--- src/rtl/bram_arb_pkg.sv ---
// Shared definitions for the character-RAM port arbiter: FSM states,
// requester identities and the default RAM geometry.
package bram_arb_pkg;

    localparam int unsigned DEF_AW = 6;
    localparam int unsigned DEF_DW = 8;

    typedef enum logic [1:0] {
        ARB      = 2'd0,
        ISSUE_WR = 2'd1,
        ISSUE_RD = 2'd2
    } arb_state_e;

    typedef enum logic {
        REQ_WR = 1'b0,
        REQ_RD = 1'b1
    } req_id_e;

    function automatic arb_state_e issue_state(input req_id_e who);
        return (who == REQ_WR) ? ISSUE_WR : ISSUE_RD;
    endfunction

endpackage

--- src/rtl/rd_valid_pipe.sv ---
// Delays the read grant by RD_LAT cycles to mark when read data is returned.
// o_tap is the stage feeding the last flop: rd_data is loaded on that edge.
module rd_valid_pipe #(
    parameter int unsigned RD_LAT = 1
) (
    input  logic clk,
    input  logic rst,
    input  logic i_gnt,
    output logic o_tap,
    output logic o_valid
);

    logic [RD_LAT-1:0] r_stage;
    logic [RD_LAT:0]   w_chain;

    // Bit 0 is the live grant, bit k is the grant delayed by k cycles.
    assign w_chain = {r_stage, i_gnt};

    always_ff @(posedge clk) begin
        if (rst) begin
            r_stage <= '0;
        end else begin
            r_stage <= w_chain[RD_LAT-1:0];
        end
    end

    assign o_tap   = w_chain[RD_LAT-1];
    assign o_valid = w_chain[RD_LAT];

endmodule

--- src/rtl/bram_port_arbiter.sv ---
// Round-robin arbiter sharing the single character-RAM port between the
// keyboard write path and a read-back client. All outputs are registered.
module bram_port_arbiter
    import bram_arb_pkg::*;
#(
    parameter int unsigned AW     = DEF_AW,
    parameter int unsigned DW     = DEF_DW,
    parameter int unsigned RD_LAT = 1
) (
    input  logic          clk,
    input  logic          rst,
    input  logic          wr_req,
    input  logic [AW-1:0] wr_addr,
    input  logic [DW-1:0] wr_data,
    output logic          wr_gnt,
    input  logic          rd_req,
    input  logic [AW-1:0] rd_addr,
    output logic          rd_gnt,
    output logic [DW-1:0] rd_data,
    output logic          rd_valid,
    output logic          mem_we,
    output logic [AW-1:0] mem_addr,
    output logic [DW-1:0] mem_din,
    input  logic [DW-1:0] mem_dout
);

    arb_state_e    r_state;
    arb_state_e    w_next_state;
    req_id_e       r_last_served;
    req_id_e       w_winner;
    logic          w_wr_elig;
    logic          w_rd_elig;
    logic          w_tap;
    logic          r_wr_gnt;
    logic          r_rd_gnt;
    logic          r_mem_we;
    logic [AW-1:0] r_mem_addr;
    logic [DW-1:0] r_mem_din;
    logic [DW-1:0] r_rd_data;

    // NOTE: every signal gets a default at the top of always_comb so no path
    // leaves it unassigned; otherwise synthesis infers a latch.
    always_comb begin
        w_wr_elig    = wr_req;
        w_rd_elig    = rd_req;
        w_winner     = REQ_WR;
        w_next_state = ARB;
        // The requester granted this cycle still shows its old request.
        if (r_state == ISSUE_WR) w_wr_elig = 1'b0;
        if (r_state == ISSUE_RD) w_rd_elig = 1'b0;
        if (w_wr_elig && w_rd_elig) begin
            if (r_last_served == REQ_WR) w_winner = REQ_RD;
            w_next_state = issue_state(w_winner);
        end else if (w_wr_elig) begin
            w_next_state = ISSUE_WR;
        end else if (w_rd_elig) begin
            w_next_state = ISSUE_RD;
        end
    end

    // NOTE: sequential state uses non-blocking assignments so every flop
    // samples pre-edge values regardless of statement order.
    always_ff @(posedge clk) begin
        if (rst) begin
            r_state <= ARB;
        end else begin
            r_state <= w_next_state;
        end
    end

    // NOTE: the RAM-side address/data registers are reset as well, because the
    // reset values are observable outputs; the RAM array itself is never reset.
    always_ff @(posedge clk) begin
        if (rst) begin
            r_wr_gnt      <= 1'b0;
            r_rd_gnt      <= 1'b0;
            r_mem_we      <= 1'b0;
            r_mem_addr    <= '0;
            r_mem_din     <= '0;
            r_rd_data     <= '0;
            r_last_served <= REQ_RD;
        end else begin
            r_wr_gnt <= (w_next_state == ISSUE_WR);
            r_rd_gnt <= (w_next_state == ISSUE_RD);
            r_mem_we <= (w_next_state == ISSUE_WR);
            if (w_next_state == ISSUE_WR) begin
                r_mem_addr    <= wr_addr;
                r_mem_din     <= wr_data;
                r_last_served <= REQ_WR;
            end else if (w_next_state == ISSUE_RD) begin
                r_mem_addr    <= rd_addr;
                r_last_served <= REQ_RD;
            end
            if (w_tap) r_rd_data <= mem_dout;
        end
    end

    rd_valid_pipe #(
        .RD_LAT (RD_LAT)
    ) u_rd_valid_pipe (
        .clk     (clk),
        .rst     (rst),
        .i_gnt   (r_rd_gnt),
        .o_tap   (w_tap),
        .o_valid (rd_valid)
    );

    assign wr_gnt   = r_wr_gnt;
    assign rd_gnt   = r_rd_gnt;
    assign mem_we   = r_mem_we;
    assign mem_addr = r_mem_addr;
    assign mem_din  = r_mem_din;
    assign rd_data  = r_rd_data;

endmodule

--- config.mk ---
export PLATFORM = sky130hd
export DESIGN_NAME = bram_port_arbiter
export DESIGN_NICKNAME = d
export VERILOG_FILES = /design/src/rtl/bram_arb_pkg.sv /design/src/rtl/rd_valid_pipe.sv /design/src/rtl/bram_port_arbiter.sv
export SDC_FILE = /design/constraint.sdc
export NUM_CORES = 1
export LEC_CHECK = 0
export ABC_CLOCK_PERIOD_IN_PS = 2500
export BUFFER_PORTS_ARGS = -buffer_cell sky130_fd_sc_hd__buf_2
export CAP_MARGIN = 10
export CORE_MARGIN = 2
export CORE_UTILIZATION = 25
export CTS_CLUSTER_SIZE = 16
export DETAILED_ROUTE_END_ITERATION = 7
export GPL_TIMING_DRIVEN = 0
export SLEW_MARGIN = 20
export SYNTH_ARGS = -nofsm -noshare
export SYNTH_HDL_FRONTEND = slang
export SYNTH_SLANG_ARGS = --single-unit
--- constraint.sdc ---
create_clock -name clk -period 2.5 [get_ports clk]
set_input_delay 0.125 -clock clk [delete_from_list [all_inputs] [get_ports clk]]
set_output_delay 0.125 -clock clk [all_outputs]
set_load 0.02 [all_outputs]
==> results_dict.tcl, run 1 <==
set metrics [dict create \
    status "finished, final reports clean" \
    synth-compound-area-share 0.00888 \
    port_buffers 56 \
    drtIter0Drc 20 \
    max-slew-margin-rel 0.822 \
    final_nets 202 \
    critPathMaxStageDelay_ps 340 \
    p_comb_frac 0.222 \
    intPower_uw 811 \
    rsz0062_at_grt "false" \
    fp-row-count 24 \
    floorplan.initialDensity 0.259 \
    post_cts_buffers 0 \
    cts_made_buffers 3 \
    fmax_mhz 528 \
    synth-edff-count 0 \
    layout-drive-gt1-share 0.464 \
    synthAdderAreaFrac 0.0533 \
    grt-ovfl-total 0 \
    worstHoldPathType "in2reg" \
    final_area_um2 1540 \
    ys_async_sr_fraction 0 \
    fin_setup_tns_ps 0 \
    synthCells 106 \
    routed_via_density 4.09 \
    die-area_um2 5060 \
    clk_pin_slew_ps 90 \
    first_global_vias 813 \
    hold_violations 0 \
    p_clk_frac 0.319 \
    synth_top_family_by_area "multiplexers" \
    critPathKind "reg2reg" \
    setup_viol 0 \
    yosys.area.top_type "dfxtp_1" \
    drc 0 \
    antenna_found_initial 0 \
    finalCritPeriodShare 0.757 \
    num_vias 892 \
    dpl_worst_slack_ps 595 \
    placed_area_um2 1470 \
    wl_per_cell_um 10.4 \
    synth_area_um2 1130 \
    arrival_ps 2060 \
    grt_max_degree 17 \
    slew_viol_final 0 \
    areaGrowthSynthToFinish_pct 37.0 \
    cts_tree "yes" \
    r2r-end "r_last_served$_SDFFE_PP1P_" \
    reg2reg_from "r_last_served$_SDFFE_PP1P_" \
    dr.pass1.iters 3 \
    power_switching_share 0.257 \
    cp_slowest_cell "dfxtp_1" \
    crit_fanout 8 \
    synthSimpleGateAreaFrac 0.135 \
    p_leak_uw 0.000777 \
    clock_latency_ps 270 \
    cts_resized 0 \
    die_h_um 71.2 \
    io_pins 58 \
    r2r_slack_ps 610 \
    hold_depth 3 \
    routed_wl_um 2270 \
    cts.path.max_buffers 2 \
    whs_ps 86.0 \
    cp_cell_sequence "nand2b_1 -> maj3_2 -> and2_1 -> ha_1 -> buf_2 -> nor2_1 -> a211o_2" \
    routabilityCongestion 0.636 \
    core_area_um2 4350 \
    ant_nets 0 \
    synth_common_cells "dfxtp_1 (28), nor2_1 (23), mux2i_1 (22), buf_2 (6), mux2_2 (6)" \
    yosys.area_share.xor_xnor 0 \
    worst_pin_slew_ps 267 \
    diodes 0 \
    yosysSeqAreaShare 0.497 \
    clock_sinks 28 \
    grt_pass1_wl_um 3770 \
    min_to "mem_din[2]$_SDFFE_PP0N_" \
    worstPathRequired_ps 2670 \
    drv_cap 0 \
    synth.mux.area_fraction 0.255 \
    p_sw_uw 281 \
    startpoint_type "register" \
    yosysMostFrequentCell "dfxtp_1" \
    power_density_nw_per_um2 707 \
    syn-num-nets 141 \
    yosysWarnings 0 \
    end_kind "register" \
    yosysTopAreaCellShare 0.497 \
    power_frac_seq 0.459 \
    htreeDepth 1 \
    skew_ps 2.54 \
    num-fill-cells 447 \
    die_w_um 71.2 \
    ff2ff_path_depth 7 \
    peakVddDrop_v 0.000338 \
    synth-main-ff-cell "dfxtp_1" \
    setup_slack_ps 608 \
    hold_buffers 0 \
    min_period_ps 1890 \
    grt_util_all_layers 0.0916 \
    cts_root_buffer "clkbuf_8" \
    synth_seq_cells 28 \
    p_total_uw 1090 \
    synth.distinct_cells 16 \
    synthTopCellsByArea "dfxtp_1 (50%), mux2i_1 (20%), nor2_1 (7.7%), mux2_2 (6.0%), ha_1 (3.3%)" \
    syn_avg_cell_area_um2 10.6 \
    min_from "wr_data[2]" \
]
[cell families (layout without fill, tap and decap cells)]
| logic type | after synthesis | count (layout) |
|---|---|---|
| simple gates | 34 | 34 |
| compound gates | 1 | 1 |
| buf+inv | 10 | 70 |
| mux | 28 | 28 |
| fa+ha+maj | 5 | 5 |
| flops | 28 | 28 |
[routing by layer]
layer / vias to the layer above / share of wire / GRT usage
li1: 462 / - / -
met1: 399 / 0.47 / 0.128
met2: 29 / 0.47 / 0.143
met3: 2 / 0.050 / 0.0242
met4: 0 / 0.0075 / 0.0189
met5: - / 0 / 0
[worst max path at each step]
stage                                           from                    endpoint  slack [ps]  cells past startpoint
after floorplan           r_last_served$_SDFFE_PP1P_  r_last_served$_SDFFE_PP1P_         710                      7
after global placement    r_last_served$_SDFFE_PP1P_  r_last_served$_SDFFE_PP1P_         610                      7
after detailed placement  r_last_served$_SDFFE_PP1P_  r_last_served$_SDFFE_PP1P_         590                      7
after CTS                 r_last_served$_SDFFE_PP1P_  r_last_served$_SDFFE_PP1P_         580                      7
after global routing      r_last_served$_SDFFE_PP1P_  r_last_served$_SDFFE_PP1P_         510                      7
final                     r_last_served$_SDFFE_PP1P_  r_last_served$_SDFFE_PP1P_         610                      7
[registers in the layout, indices dropped and copies added (netlist names)]
| register | count |
|---|---|
| r_state | 2 |
| r_last_served | 1 |
| rd_gnt | 1 |
| mem_we | 1 |
| u_rd_valid_pipe.o_valid | 1 |
| mem_addr | 6 |
| mem_din | 8 |
| rd_data | 8 |
[power groups by stage]
stage	combinational, µW	clock [µW]	sequential, µW
floorplan	130	0	549
global placement	246	0	510
detailed placement	248	0	510
CTS	248	361	501
global route	266	376	506
finish	242	349	501
[cells in the final DEF, fill, tap and decap left out]
master     netlist  layout
buf_2            6      62
dfxtp_1         28      28
nor2_1          23      23
mux2i_1         22      22
mux2_2           6       6
nand2_1          3       3
nor2b_1          3       3
ha_1             3       3
clkbuf_8         0       3
inv_1            2       2
maj3_2           2       2
and2_1           2       2
and3b_1          2       2
nand2b_1         1       1
a211o_2          1       1
buf_6            1       1
buf_4            1       1
bufinv_16        0       1
[layout make-up]
cell class	instances	area (µm²)	share of cell area
inverters	2	7.51	0.00486
multi-input cells	68	510	0.331
clock buffers	3	41.3	0.0267
well taps	52	65.1	0.0421
flip-flops and latches	28	561	0.363
clock inverters	1	30.0	0.0194
repair buffers	56	280	0.182
plain buffers	8	48.8	0.0316
[stage by stage]
step | util | std cells
final | 0.355 | 218
after detailed placement | 0.338 | 214
after global routing | 0.355 | 218
after floorplan | - | 106
after global placement | 0.338 | 214
after CTS | 0.355 | 218
[critical path, delay by kind of cell, from the launching register on]
| family | cells | cell delay [ps] |
|---|---|---|
| AOI/OAI and AO/OA | 1 | 260 |
| adders and majority gates | 2 | 580 |
| buffers and inverters | 1 | 220 |
| DFF | 1 | 340 |
| and+or+nand+nor | 3 | 390 |
No activity file was read; power rests on OpenSTA's default activity.
==> inputs of run 2 (changes only) <==
- ABC_AREA: unset -> 1
- ABC_CLOCK_PERIOD_IN_PS: 2500 -> 1700
- clock period: 2.5 -> 1.7 ns (I/O delays scaled with it)
==> run 2 against run 1 <==
Net effect: global-route usage is 1.1 points higher; clock-buffer cell count unchanged; highest routed layer unchanged; core utilization fell by 0.26 points; largest cell class unchanged; worst hold slack worse by 52 ps.
==> results_dict.tcl, run 2 <==
set metrics [dict create \
    worst_pin_slew_ps 322 \
    die_w_um 71.5 \
    grt_max_degree 15 \
    synthTopCellsByArea "dfxtp_1 (49%), nor2_1 (16%), o21ai_0 (7.5%), nand2_1 (6.6%), nand3_1 (3.5%)" \
    layout-drive-gt1-share 0.377 \
    worstPathRequired_ps 1880 \
    power_frac_seq 0.500 \
    min_period_ps 1510 \
    yosysMostFrequentCell "nor2_1" \
    min_to "mem_din[3]$_SDFFE_PP0N_" \
    dpl.cell_count 261 \
    startpoint_type "register" \
    cts_root_buffer "clkbuf_8" \
    synth_area_um2 1140 \
    core_area_um2 4350 \
    yosys.area_share.xor_xnor 0 \
    worstHoldPathType "in2reg" \
    cts.path.max_buffers 2 \
    wl_per_cell_um 9.57 \
    p_sw_uw 487 \
    die-area_um2 5110 \
    synth-main-ff-cell "dfxtp_1" \
    drtIter0Drc 15 \
    final_nets 249 \
    setup_viol 0 \
    ys_async_sr_fraction 0 \
    synth-compound-area-share 0.0990 \
    post_cts_buffers 0 \
    diodes 0 \
    htreeDepth 1 \
    routed_via_density 4.04 \
    synthAdderAreaFrac 0.0330 \
    dp_hpwl_um 1920 \
    finalCritPeriodShare 0.886 \
    p_leak_uw 0.000855 \
    mostFrequentLayoutCell "buf_2" \
    io_pins 58 \
    ff2ff_path_depth 12 \
    grt_pass1_wl_um 4280 \
    power_switching_share 0.317 \
    drv_cap 0 \
    syn_avg_cell_area_um2 7.48 \
    grt-ovfl-total 0 \
    yosysTopAreaCellShare 0.493 \
    fmax_mhz 664 \
    p_clk_frac 0.229 \
    clk_pin_slew_ps 90 \
    fin_cells 264 \
    fp-row-count 24 \
    syn-num-nets 187 \
    end_kind "register" \
    synth_top_family_by_area "simple AND/OR/NAND/NOR gates" \
    cts_made_buffers 3 \
    peakVddDrop_v 0.000613 \
    yosysSeqAreaShare 0.493 \
    synth.distinct_cells 15 \
    clock_latency_ps 270 \
    reg2reg_from "r_state[0]$_SDFF_PP0_" \
    synth.mux.area_fraction 0 \
    hold_buffers 0 \
    clock_sinks 28 \
    yosys.area.top_type "dfxtp_1" \
    port_buffers 57 \
    r2r-end "mem_addr[4]$_SDFFE_PP0P_" \
    arrival_ps 1680 \
    max-slew-margin-rel 0.785 \
    first_global_vias 1009 \
    p_comb_frac 0.271 \
    power_density_nw_per_um2 1000 \
    ant_nets 0 \
    synth-edff-count 0 \
    min_from "wr_data[3]" \
    status "finished, final reports clean" \
    synthCells 152 \
    floorplan.initialDensity 0.261 \
    rsz0062_at_grt "false" \
    antenna_found_initial 0 \
    cts_resized 0 \
    grt_util_all_layers 0.102 \
    hold_violations 0 \
    critPathKind "reg2reg" \
    synth_seq_cells 28 \
    routed_wl_um 2530 \
    num_vias 1067 \
    fin_util 0.352 \
    routabilityCongestion 0.736 \
    hold_depth 3 \
    synthSimpleGateAreaFrac 0.278 \
    slew_viol_final 0 \
    synth_common_cells "nor2_1 (47), dfxtp_1 (28), nand2_1 (20), o21ai_0 (17), inv_1 (10)" \
    r2r_slack_ps 190 \
    drc 0 \
    cts_tree "yes" \
    setup_slack_ps 194 \
    areaGrowthSynthToFinish_pct 34.8 \
    dr.pass1.iters 4 \
    skew_ps 3.54 \
    yosysWarnings 0 \
    fin_setup_tns_ps 0 \
    die_h_um 71.5 \
    crit_fanout 10 \
    final_cell_mix "buf_2 (58), nor2_1 (47), dfxtp_1 (27)" \
    intPower_uw 1050 \
    dpl_worst_slack_ps 146 \
]
[run 2: changes by cell type in the layout (fill, tap and decap cells not counted), sizes merged, moves of 6 or more]
cell	delta
mux2i	-22
mux2	-6
nor2	+26
o21ai	+17
nand3	+8
nand2	+19
inv	+15
[run 2: power groups by stage]
stage                     clock (µW)  combinational [µW]  sequential (µW)
final                            352                 416              768
after global routing             403                 468              778
after CTS                        379                 424              768
after detailed placement           0                 422              783
after global placement             0                 418              782
after floorplan                    0                 199              860
[run 2: through the flow]
step	area, µm²	total power (µW)	hold WS [ps]
after global routing	1530	1650	32.4
final	1530	1540	34.2
after detailed placement	1490	1210	313
after floorplan	1140	1060	220
after CTS	1530	1570	21.9
after global placement	1490	1200	308
[run 2: logic make-up after synthesis]
kind of cell | after synthesis
flip-flops | 28
AND/OR/NAND/NOR | 79
adder cells (fa/ha/maj) | 3
buffers and inverters | 22
AO/OA/AOI/OAI | 20
[run 2: area by class of cell]
type	instances	area [µm²]
Timing Repair Buffer	57	285
Sequential cell	28	562
Buffer	5	46.3
Clock buffer	3	41.3
Inverter	17	63.8
Tap cell	52	65.1
Fill cell	485	2820
Multi-Input combinational cell	102	469
[run 2: worst max-delay path by stage]
stage	start	slack, ps	endpoint	cells after the start
after floorplan	r_state[0]$_SDFF_PP0_	270	mem_addr[2]$_SDFFE_PP0P_	12
after global placement	r_state[0]$_SDFF_PP0_	180	mem_addr[0]$_SDFFE_PP0P_	11
after detailed placement	r_state[0]$_SDFF_PP0_	150	mem_addr[5]$_SDFFE_PP0P_	12
after CTS	r_state[0]$_SDFF_PP0_	130	mem_addr[3]$_SDFFE_PP0P_	12
after global routing	r_state[1]$_SDFF_PP0_	5	mem_addr[4]$_SDFFE_PP0P_	11
final	r_state[0]$_SDFF_PP0_	190	mem_addr[4]$_SDFFE_PP0P_	12
[run 2: metal layers]
layer | track usage | part of all wire | vias to the layer above
li1 | - | - | 587
met3 | 0.0338 | 0.056 | 2
met1 | 0.137 | 0.50 | 449
met4 | 0.0126 | 0.0032 | 0
met5 | 0 | 0 | -
met2 | 0.166 | 0.44 | 29
[run 2: worst max-delay path: stages (launching register included)]
cell	delay [ps]
dfxtp_2	370
inv_2	50
nand2_1	50
nand3_1	80
nand2_2	90
inv_1	60
ha_1	320
inv_2	60
buf_6	130
nor2_1	80
nor2_1	40
nand2_1	60
inv_1	30
==> inputs of run 3 (changes only) <==
- CORE_ASPECT_RATIO: unset -> 1.1
- SETUP_SLACK_MARGIN: unset -> 0.5
==> run 3 against run 2 <==
Net effect: cell area up 13%; wire length grew 5.8%; clock-buffer cell count increased by 1; global-route usage is 0.91 points higher; worst hold slack worse by 1.7 ps; die area barely moved; critical path depth fell by 2; largest cell class unchanged; via count rose by 7.2%; first-iteration DRC count grew 27%; maximum frequency is 6.6% higher; non-clock buffer count increased by 5.
==> results_dict.tcl, run 3 (same netlist as run 2, synthesis figures left out) <==
set metrics [dict create \
    status "finished, final reports clean" \
    critPathKind "reg2reg" \
    fp-row-count 25 \
    clock_sinks 28 \
    cts_made_buffers 3 \
    intPower_uw 1170 \
    worst_pin_slew_ps 179 \
    fin_util 0.398 \
    die_w_um 68.3 \
    wl_per_cell_um 9.83 \
    fmax_mhz 708 \
    fin_setup_tns_ps 0 \
    layout-drive-gt1-share 0.482 \
    dp_hpwl_um 1900 \
    slew_viol_final 0 \
    max-slew-margin-rel 0.881 \
    floorplan.initialDensity 0.262 \
    final_cell_mix "buf_2 (57), nor2_1 (37), dfxtp_1 (25)" \
    die_h_um 74.7 \
    setup_viol 0 \
    grt_max_degree 16 \
    io_pins 58 \
    peakVddDrop_v 0.000518 \
    crit_fanout 5 \
    drtIter0Drc 19 \
    diodes 0 \
    p_clk_frac 0.236 \
    dr.pass1.iters 3 \
    port_buffers 57 \
    startpoint_type "register" \
    worstHoldPathType "in2reg" \
    cts.path.max_buffers 2 \
    worstPathRequired_ps 1880 \
    power_density_nw_per_um2 992 \
    drc 0 \
    cts_root_buffer "clkbuf_8" \
    mostFrequentLayoutCell "buf_2" \
    arrival_ps 1590 \
    cts_tree "yes" \
    areaGrowthSynthToFinish_pct 52.0 \
    p_sw_uw 543 \
    num_vias 1144 \
    final_nets 254 \
    grt_pass1_wl_um 4340 \
    clock_latency_ps 270 \
    p_leak_uw 0.000913 \
    clk_pin_slew_ps 90 \
    hold_buffers 0 \
    power_switching_share 0.316 \
    grt_util_all_layers 0.111 \
    skew_ps 1.56 \
    grt-ovfl-total 0 \
    antenna_found_initial 0 \
    p_comb_frac 0.312 \
    end_kind "register" \
    routed_via_density 4.21 \
    first_global_vias 1005 \
    core_area_um2 4350 \
    whs_ps 32.5 \
    power_frac_seq 0.452 \
    die-area_um2 5110 \
    rsz0062_at_grt "true" \
    min_period_ps 1410 \
    drv_cap 0 \
    routabilityCongestion 0.745 \
    htreeDepth 1 \
    hold_violations 0 \
    routed_wl_um 2670 \
    ant_nets 0 \
    finalCritPeriodShare 0.830 \
]
## run 3: worst paths after layout
kind	end	slack, ps	startpoint	cells after the start
setup / recovery	mem_addr[5]$_SDFFE_PP0P_	290	r_state[0]$_SDFF_PP0_	10
hold reg to reg	mem_din[2]$_SDFFE_PP0N_	490	mem_din[2]$_SDFFE_PP0N_	2
setup reg to reg	mem_addr[5]$_SDFFE_PP0P_	290	r_state[0]$_SDFF_PP0_	10
hold / removal	rd_data[5]$_SDFFE_PP0P_	30	mem_dout[5]	3
## run 3: per-layer routing
metal / up-vias / track usage / wire [µm]
met5: - / 0 / 0
met4: 0 / 0.0133 / 12
met3: 2 / 0.0389 / 160
met2: 30 / 0.188 / 1300
met1: 512 / 0.141 / 1200
li1: 600 / - / -
## run 3: repair_timing
action | in CTS | in global routing
gates cloned | 2 | 0
setup buffers | 3 | 0
resized for setup | 12 | 19
pin swaps | 3 | 8
setup endpoints to repair | 16 | 18
## run 3: critical path, stage by stage, from the launching register on
cell,delay (ps)
dfxtp_2,360
inv_2,50
a21boi_2,130
nand2_2,110
ha_4,300
inv_4,40
buf_6,120
nor2_1,80
nor2_1,40
nand2_1,60
inv_1,30
## run 3: power groups by stage
stage | clock network (µW) | logic [µW] | registers, µW
2_1_floorplan | 0 | 212 | 862
3_3_place_gp | 0 | 430 | 785
3_5_place_dp | 0 | 433 | 785
4_1_cts | 432 | 515 | 772
5_1_grt | 454 | 600 | 784
6_report | 405 | 535 | 775
## run 3: area by class of cell
cell class | instances | area, µm²
fillers | 470 | 2620
repair buffers | 62 | 355
flip-flops and latches | 28 | 564
well taps | 54 | 67.6
clock buffers | 4 | 55.1
plain buffers | 5 | 56.3
inverters | 17 | 78.8
multi-input cells | 102 | 552
## run 3: stage by stage
stage	worst slack [ps]	power, µW	cells	instance area (µm²)
floorplan	349	1070	152	1150
global placement	232	1210	263	1510
detailed placement	232	1220	263	1510
CTS	286	1720	272	1670
global route	155	1840	272	1730
finish	288	1720	272	1730
